File: src/rtl/id_ex_alu_issue.sv
// Decode-and-issue stage: turns a MIPS-I instruction plus register operands into
// ALU op/operands and memory/writeback/branch control, registered in ID/EX.
module id_ex_alu_issue #(
  parameter int N = 32
) (
  input  logic         clk,
  input  logic         rst_n,
  input  logic         instr_valid,
  input  logic [31:0]  instr,
  input  logic [N-1:0] rs_data,
  input  logic [N-1:0] rt_data,
  input  logic         stall,
  input  logic         flush,
  output logic         ex_valid,
  output logic [3:0]   ex_op_code,
  output logic [N-1:0] ex_operand1,
  output logic [N-1:0] ex_operand2,
  output logic [N-1:0] ex_store_data,
  output logic [4:0]   ex_dest_reg,
  output logic         ex_reg_write,
  output logic         ex_mem_read,
  output logic         ex_mem_write,
  output logic         ex_branch,
  output logic         ex_branch_ne,
  output logic         ex_illegal
);

  typedef enum logic [3:0] {
    ALU_SLL = 4'd0, ALU_SRL = 4'd1, ALU_SRA = 4'd2, ALU_ADD = 4'd3, ALU_SUB = 4'd4,
    ALU_AND = 4'd5, ALU_OR  = 4'd6, ALU_XOR = 4'd7, ALU_NOR = 4'd8, ALU_SLT = 4'd9
  } alu_op_t;

  typedef struct packed {
    logic         valid;
    alu_op_t      op;
    logic [N-1:0] operand1;
    logic [N-1:0] operand2;
    logic [N-1:0] store_data;
    logic [4:0]   dest;
    logic         reg_write;
    logic         mem_read;
    logic         mem_write;
    logic         branch;
    logic         branch_ne;
    logic         illegal;
  } id_ex_t;

  logic [5:0]   opcode, funct;
  logic [4:0]   rt, rd;
  logic [N-1:0] imm_se, imm_ze, shamt_ze;
  logic         legal;
  id_ex_t       dec, ex_q;

  assign opcode   = instr[31:26];
  assign rt       = instr[20:16];
  assign rd       = instr[15:11];
  assign funct    = instr[5:0];
  assign imm_se   = N'($signed(instr[15:0]));
  assign imm_ze   = N'(instr[15:0]);
  assign shamt_ze = N'(instr[10:6]);

  // The rs index is resolved by the register file; only rs_data is consumed here.
  logic unused_rs;
  assign unused_rs = ^instr[25:21];

  always_comb begin
    // NOTE: every field gets a default before the case so no path can infer a latch.
    dec            = '0;
    legal          = 1'b1;
    dec.store_data = rt_data;
    dec.operand1   = rs_data;
    unique case (opcode)
      6'h00: begin
        dec.dest      = rd;
        dec.reg_write = 1'b1;
        dec.operand2  = rt_data;
        unique case (funct)
          6'h00: begin dec.op = ALU_SLL; dec.operand1 = shamt_ze; end
          6'h02: begin dec.op = ALU_SRL; dec.operand1 = shamt_ze; end
          6'h03: begin dec.op = ALU_SRA; dec.operand1 = shamt_ze; end
          6'h04: dec.op = ALU_SLL;
          6'h06: dec.op = ALU_SRL;
          6'h07: dec.op = ALU_SRA;
          6'h20, 6'h21: dec.op = ALU_ADD;
          6'h22, 6'h23: dec.op = ALU_SUB;
          6'h24: dec.op = ALU_AND;
          6'h25: dec.op = ALU_OR;
          6'h26: dec.op = ALU_XOR;
          6'h27: dec.op = ALU_NOR;
          6'h2A: dec.op = ALU_SLT;
          default: legal = 1'b0;
        endcase
      end
      6'h08, 6'h09: begin dec.op = ALU_ADD; dec.operand2 = imm_se; dec.dest = rt; dec.reg_write = 1'b1; end
      6'h0A: begin dec.op = ALU_SLT; dec.operand2 = imm_se; dec.dest = rt; dec.reg_write = 1'b1; end
      6'h0C: begin dec.op = ALU_AND; dec.operand2 = imm_ze; dec.dest = rt; dec.reg_write = 1'b1; end
      6'h0D: begin dec.op = ALU_OR;  dec.operand2 = imm_ze; dec.dest = rt; dec.reg_write = 1'b1; end
      6'h0E: begin dec.op = ALU_XOR; dec.operand2 = imm_ze; dec.dest = rt; dec.reg_write = 1'b1; end
      // LUI reuses the shifter: imm << 16.
      6'h0F: begin
        dec.op = ALU_SLL; dec.operand1 = N'(16); dec.operand2 = imm_ze;
        dec.dest = rt; dec.reg_write = 1'b1;
      end
      6'h23: begin
        dec.op = ALU_ADD; dec.operand2 = imm_se; dec.dest = rt;
        dec.reg_write = 1'b1; dec.mem_read = 1'b1;
      end
      6'h2B: begin dec.op = ALU_ADD; dec.operand2 = imm_se; dec.dest = rt; dec.mem_write = 1'b1; end
      6'h04, 6'h05: begin
        dec.op = ALU_SUB; dec.operand2 = rt_data; dec.dest = rt;
        dec.branch = 1'b1; dec.branch_ne = opcode[0];
      end
      default: legal = 1'b0;
    endcase

    if (!legal) begin
      dec         = '0;
      dec.illegal = 1'b1;
    end else begin
      dec.valid = 1'b1;
      if (dec.dest == 5'd0) dec.reg_write = 1'b0;
    end
  end

  // NOTE: sequential state uses non-blocking assignments and is cleared by the async reset.
  always_ff @(posedge clk or negedge rst_n) begin
    if (!rst_n)            ex_q <= '0;
    else if (flush)        ex_q <= '0;
    else if (stall)        ex_q.illegal <= 1'b0;
    else if (!instr_valid) ex_q <= '0;
    else                   ex_q <= dec;
  end

  assign ex_valid      = ex_q.valid;
  assign ex_op_code    = ex_q.op;
  assign ex_operand1   = ex_q.operand1;
  assign ex_operand2   = ex_q.operand2;
  assign ex_store_data = ex_q.store_data;
  assign ex_dest_reg   = ex_q.dest;
  assign ex_reg_write  = ex_q.reg_write;
  assign ex_mem_read   = ex_q.mem_read;
  assign ex_mem_write  = ex_q.mem_write;
  assign ex_branch     = ex_q.branch;
  assign ex_branch_ne  = ex_q.branch_ne;
  assign ex_illegal    = ex_q.illegal;

endmodule

File: config.mk
export PLATFORM = sky130hd
export DESIGN_NAME = id_ex_alu_issue
export DESIGN_NICKNAME = d
export VERILOG_FILES = /design/src/rtl/id_ex_alu_issue.sv
export SDC_FILE = /design/constraint.sdc
export NUM_CORES = 1
export LEC_CHECK = 0
export CORE_MARGIN = 2
export CORE_UTILIZATION = 46
export DETAILED_ROUTE_END_ITERATION = 7
export HOLD_SLACK_MARGIN = 0.1
export MAX_ROUTING_LAYER = met4
export PLACE_DENSITY_LB_ADDON = 0.12
export SLEW_MARGIN = 30
export SYNTH_ARGS = -nofsm -noshare
export SYNTH_HDL_FRONTEND = slang
export SYNTH_SLANG_ARGS = --single-unit
File: constraint.sdc
create_clock -name clk -period 1.8 [get_ports clk]
set_input_delay 0.36 -clock clk [delete_from_list [all_inputs] [get_ports clk]]
set_output_delay 0.36 -clock clk [all_outputs]
set_load 0.01 [all_outputs]
==> impl_metrics.prom <==
# TYPE chip_impl_metric gauge
chip_impl_metric{name="buffer_ports.inserted",unit=""} 207
chip_impl_metric{name="maximum_number_of_pins_on_one_net_before_global_route_repair",unit=""} 47
chip_impl_metric{name="fin_worst_hold_slack",unit="ns"} 0.3757
chip_impl_metric{name="finalSetupViolations",unit=""} 0
chip_impl_metric{name="leakagePower",unit="nW"} 3.754
chip_impl_metric{name="clock_insertion_delay_worst_skew",unit="ns"} 0.38
chip_impl_metric{name="routed_via_density",unit=""} 5.824
chip_impl_metric{name="antenna_cells_inserted",unit=""} 0
chip_impl_metric{name="worstMarginPinSlew",unit="ns"} 0.5331
chip_impl_info{name="type_of_the_setup_path_with_the_least_slack",value="input pin to flip-flop"} 1
chip_impl_metric{name="final_antenna_net_count",unit=""} 0
chip_impl_metric{name="cts-root-to-sink-buffers",unit=""} 2
chip_impl_metric{name="cts_htree_levels",unit=""} 3
chip_impl_metric{name="peak_supply_drop",unit="V"} 0.0003806
chip_impl_info{name="crit_path_end_kind",value="flip-flop"} 1
chip_impl_info{name="worst_setup_path_start_kind",value="input pin"} 1
chip_impl_metric{name="tritoncts.num_buffers",unit=""} 9
chip_impl_metric{name="routed_wl",unit="mm"} 17.85
chip_impl_info{name="cts_tree",value="done"} 1
chip_impl_metric{name="post-place-ws",unit="ns"} -0.7011
chip_impl_metric{name="cellPowerDensity",unit="nW/um^2"} 571.0
chip_impl_info{name="ctsRootBufferMaster",value="clkbuf_8"} 1
chip_impl_metric{name="initial_utilization",unit="%"} 46.73
chip_impl_info{name="layout_common_cells",value="clkdlybuf4s50_1 (194), dfrtp_1 (112), nand2_1 (76)"} 1
chip_impl_metric{name="post_synth_edffs",unit=""} 0
chip_impl_metric{name="routed_wire_length_per_instance",unit="um"} 19.86
chip_impl_metric{name="final.min_clock_period",unit="ns"} 1.781
chip_impl_info{name="hold_path_class",value="input pin to flip-flop"} 1
chip_impl_metric{name="drt_pass1_iterations",unit=""} 5
chip_impl_metric{name="post_syn_area_per_cell",unit="um^2"} 10.12
chip_impl_metric{name="grt_antenna_before_repair",unit=""} 0
chip_impl_info{name="layout_commonest_cell",value="clkdlybuf4s50_1"} 1
chip_impl_metric{name="grt_overflow",unit=""} 0
chip_impl_metric{name="total_power",unit="mW"} 4.797
chip_impl_metric{name="design.final.nets",unit=""} 855
chip_impl_metric{name="slew_headroom",unit="%"} 64.46
chip_impl_metric{name="core_area",unit="um^2"} 10700
chip_impl_metric{name="synth_warnings",unit=""} 0
chip_impl_metric{name="via_count",unit=""} 5236
chip_impl_metric{name="fillerInstances",unit=""} 732
chip_impl_metric{name="postSynth.asyncResetShare",unit="%"} 100.0
chip_impl_metric{name="layout_worst_path_cycle_share",unit="%"} 98.95
chip_impl_metric{name="timing.setup.tns",unit="ns"} 0
chip_impl_metric{name="remaining_drc_errors",unit=""} 0
chip_impl_metric{name="replace_congestion",unit=""} 0.9271
chip_impl_metric{name="final-max-slew-violation-count",unit=""} 0
chip_impl_metric{name="detailedPlacementHpwl",unit="mm"} 11.82
chip_impl_metric{name="syn-instance-count",unit=""} 494
chip_impl_metric{name="yosys.cell_types.count",unit=""} 47
chip_impl_metric{name="fmax",unit="MHz"} 561.5
chip_impl_metric{name="synthesis.nets",unit=""} 595
chip_impl_metric{name="cap_viol_max_count",unit=""} 0
chip_impl_metric{name="drive_gt1_share",unit="%"} 21.21
chip_impl_metric{name="critical_path.max_fanout",unit=""} 6
chip_impl_metric{name="clock_sinks",unit=""} 112
chip_impl_metric{name="fp.dieW",unit="um"} 108.2
chip_impl_metric{name="arrival",unit="ns"} 2.09
chip_impl_metric{name="globalRouteTotalUtil",unit="%"} 31.65
chip_impl_metric{name="synth_register_bits",unit=""} 112
chip_impl_metric{name="die-area",unit="um^2"} 11720
chip_impl_metric{name="timing.clock.skew",unit="ns"} 0
chip_impl_info{name="run_status",value="complete, no violations"} 1
chip_impl_metric{name="std_cell_rows",unit=""} 38
chip_impl_info{name="synth_flop_cell",value="dfrtp_1"} 1
chip_impl_metric{name="post-route-worst-setup-slack",unit="ns"} 0.01893
chip_impl_metric{name="worstPathRequired",unit="ns"} 2.11
chip_impl_metric{name="synth_area",unit="um^2"} 4999
chip_impl_metric{name="yosysSeqAreaShare",unit="%"} 56.07
chip_impl_metric{name="io_pins",unit=""} 213
chip_impl_metric{name="clkSlewWorstSetupHoldPaths",unit="ns"} 0.11
chip_impl_metric{name="area_growth_syn_to_layout",unit="%"} 68.09
chip_impl_metric{name="drt_iter0_markers",unit=""} 366
chip_impl_info{name="rsz0062_at_grt",value="yes"} 1
chip_impl_metric{name="first_global_vias",unit=""} 5317
chip_impl_metric{name="hold_viol_final",unit=""} 0
chip_impl_metric{name="die-height",unit="um"} 108.2
chip_impl_metric{name="first_pass_grt_wire_length",unit="mm"} 27.34
## cell usage after synthesis, types with 2 or more instances
master | number | area share (%)
nand3_1 | 32 | 3.2
o21ai_1 | 9 | 0.90
o31a_1 | 3 | 0.53
or4_1 | 3 | 0.45
buf_1 | 3 | 0.23
o22ai_1 | 2 | 0.25
nor2b_1 | 5 | 0.63
o21bai_1 | 2 | 0.30
o21ai_0 | 60 | 6.0
a21oi_1 | 19 | 1.9
nand2b_1 | 3 | 0.38
clkbuf_1 | 33 | 2.5
dfrtp_1 | 112 | 56
nor2_1 | 12 | 0.90
a211oi_1 | 3 | 0.45
buf_6 | 7 | 1.6
nor3_1 | 4 | 0.40
inv_1 | 4 | 0.30
and3_1 | 6 | 0.75
nand2_1 | 76 | 5.7
a22oi_1 | 10 | 1.5
a22o_1 | 56 | 9.8
buf_2 | 2 | 0.20
a31oi_1 | 4 | 0.50
a32o_1 | 2 | 0.40
## repair_timing
action,4_1_cts,5_1_grt
resized for setup,97,41
gates cloned,9,2
hold buffers,1,0
hold endpoints to repair,33,0
endpoints found under the setup margin,105,102
buffers inserted,11,0
pin swaps,18,9
## critical path: stages
cell       delay, ns
buf_6           0.09
or4_4           0.55
nor4_4          0.17
buf_4           0.16
o21a_4          0.14
buf_12          0.10
o21ai_4         0.07
buf_12          0.17
clkbuf_16       0.16
o21ai_2         0.13
## area by class of cell
class | count | area, um^2 | area share (%)
inverter | 4 | 15.01 | 0.1787
tap | 140 | 175.2 | 2.085
sequential | 112 | 2803 | 33.36
timing repair buffer | 294 | 3060 | 36.43
multi-input combinational | 333 | 2161 | 25.72
clock buffer | 10 | 137.6 | 1.638
clock inverter | 6 | 50.05 | 0.5957
## per-stage QoR
step	cell area [um^2]	utilization [%]	std cells
4_1_cts	8372	78.26	900
3_5_place_dp	7679	71.78	863
2_1_floorplan	5049	-	494
5_1_grt	8402	78.54	899
3_3_place_gp	7679	71.78	863
6_report	8402	78.54	899
## final timing paths
check / depth (start not counted) / from / slack (ns) / end
max: 10 / instr[31] / 0.02 / ex_operand1[1]
min: 3 / instr[29] / 0.38 / ex_mem_read
max reg2reg: 1 / ex_store_data[9] / 1.04 / ex_store_data[9]
min reg2reg: 2 / ex_valid / 0.48 / ex_valid
max in group asynchronous: 3 / rst_n / 0.75 / ex_operand1[10]
min in group asynchronous: 2 / rst_n / 0.49 / ex_store_data[26]
## cells by family (layout without fill, tap and decap cells)
| family | count (synthesis) | in the layout | share of synthesized area [%] |
|---|---|---|---|
| xor gates and xnor gates | 1 | 1 | 0.1753 |
| muxes | 1 | 1 | 0.2003 |
| and+or+nand+nor | 150 | 150 | 14.22 |
| DFF | 112 | 112 | 56.07 |
| AOI/OAI and AO/OA | 181 | 181 | 24.56 |
| buffers and inverters | 49 | 314 | 4.781 |
## layer usage
metal / global-route usage, % / wire length, um / vias to the layer above
met4: 14.19 / 735 / 0
met2: 51.12 / 8941 / 273
met5: - / 0 / -
met1: 38.94 / 6850 / 2575
li1: - / - / 2327
met3: 5.847 / 1326 / 61
## report_power, final
part	switching [mW]	internal (mW)	total (mW)
logic	0.360	0.408	0.768
clock network	0.912	0.565	1.48
registers	0.0138	2.54	2.55
Note: power is estimated with default switching activity, not from simulation.
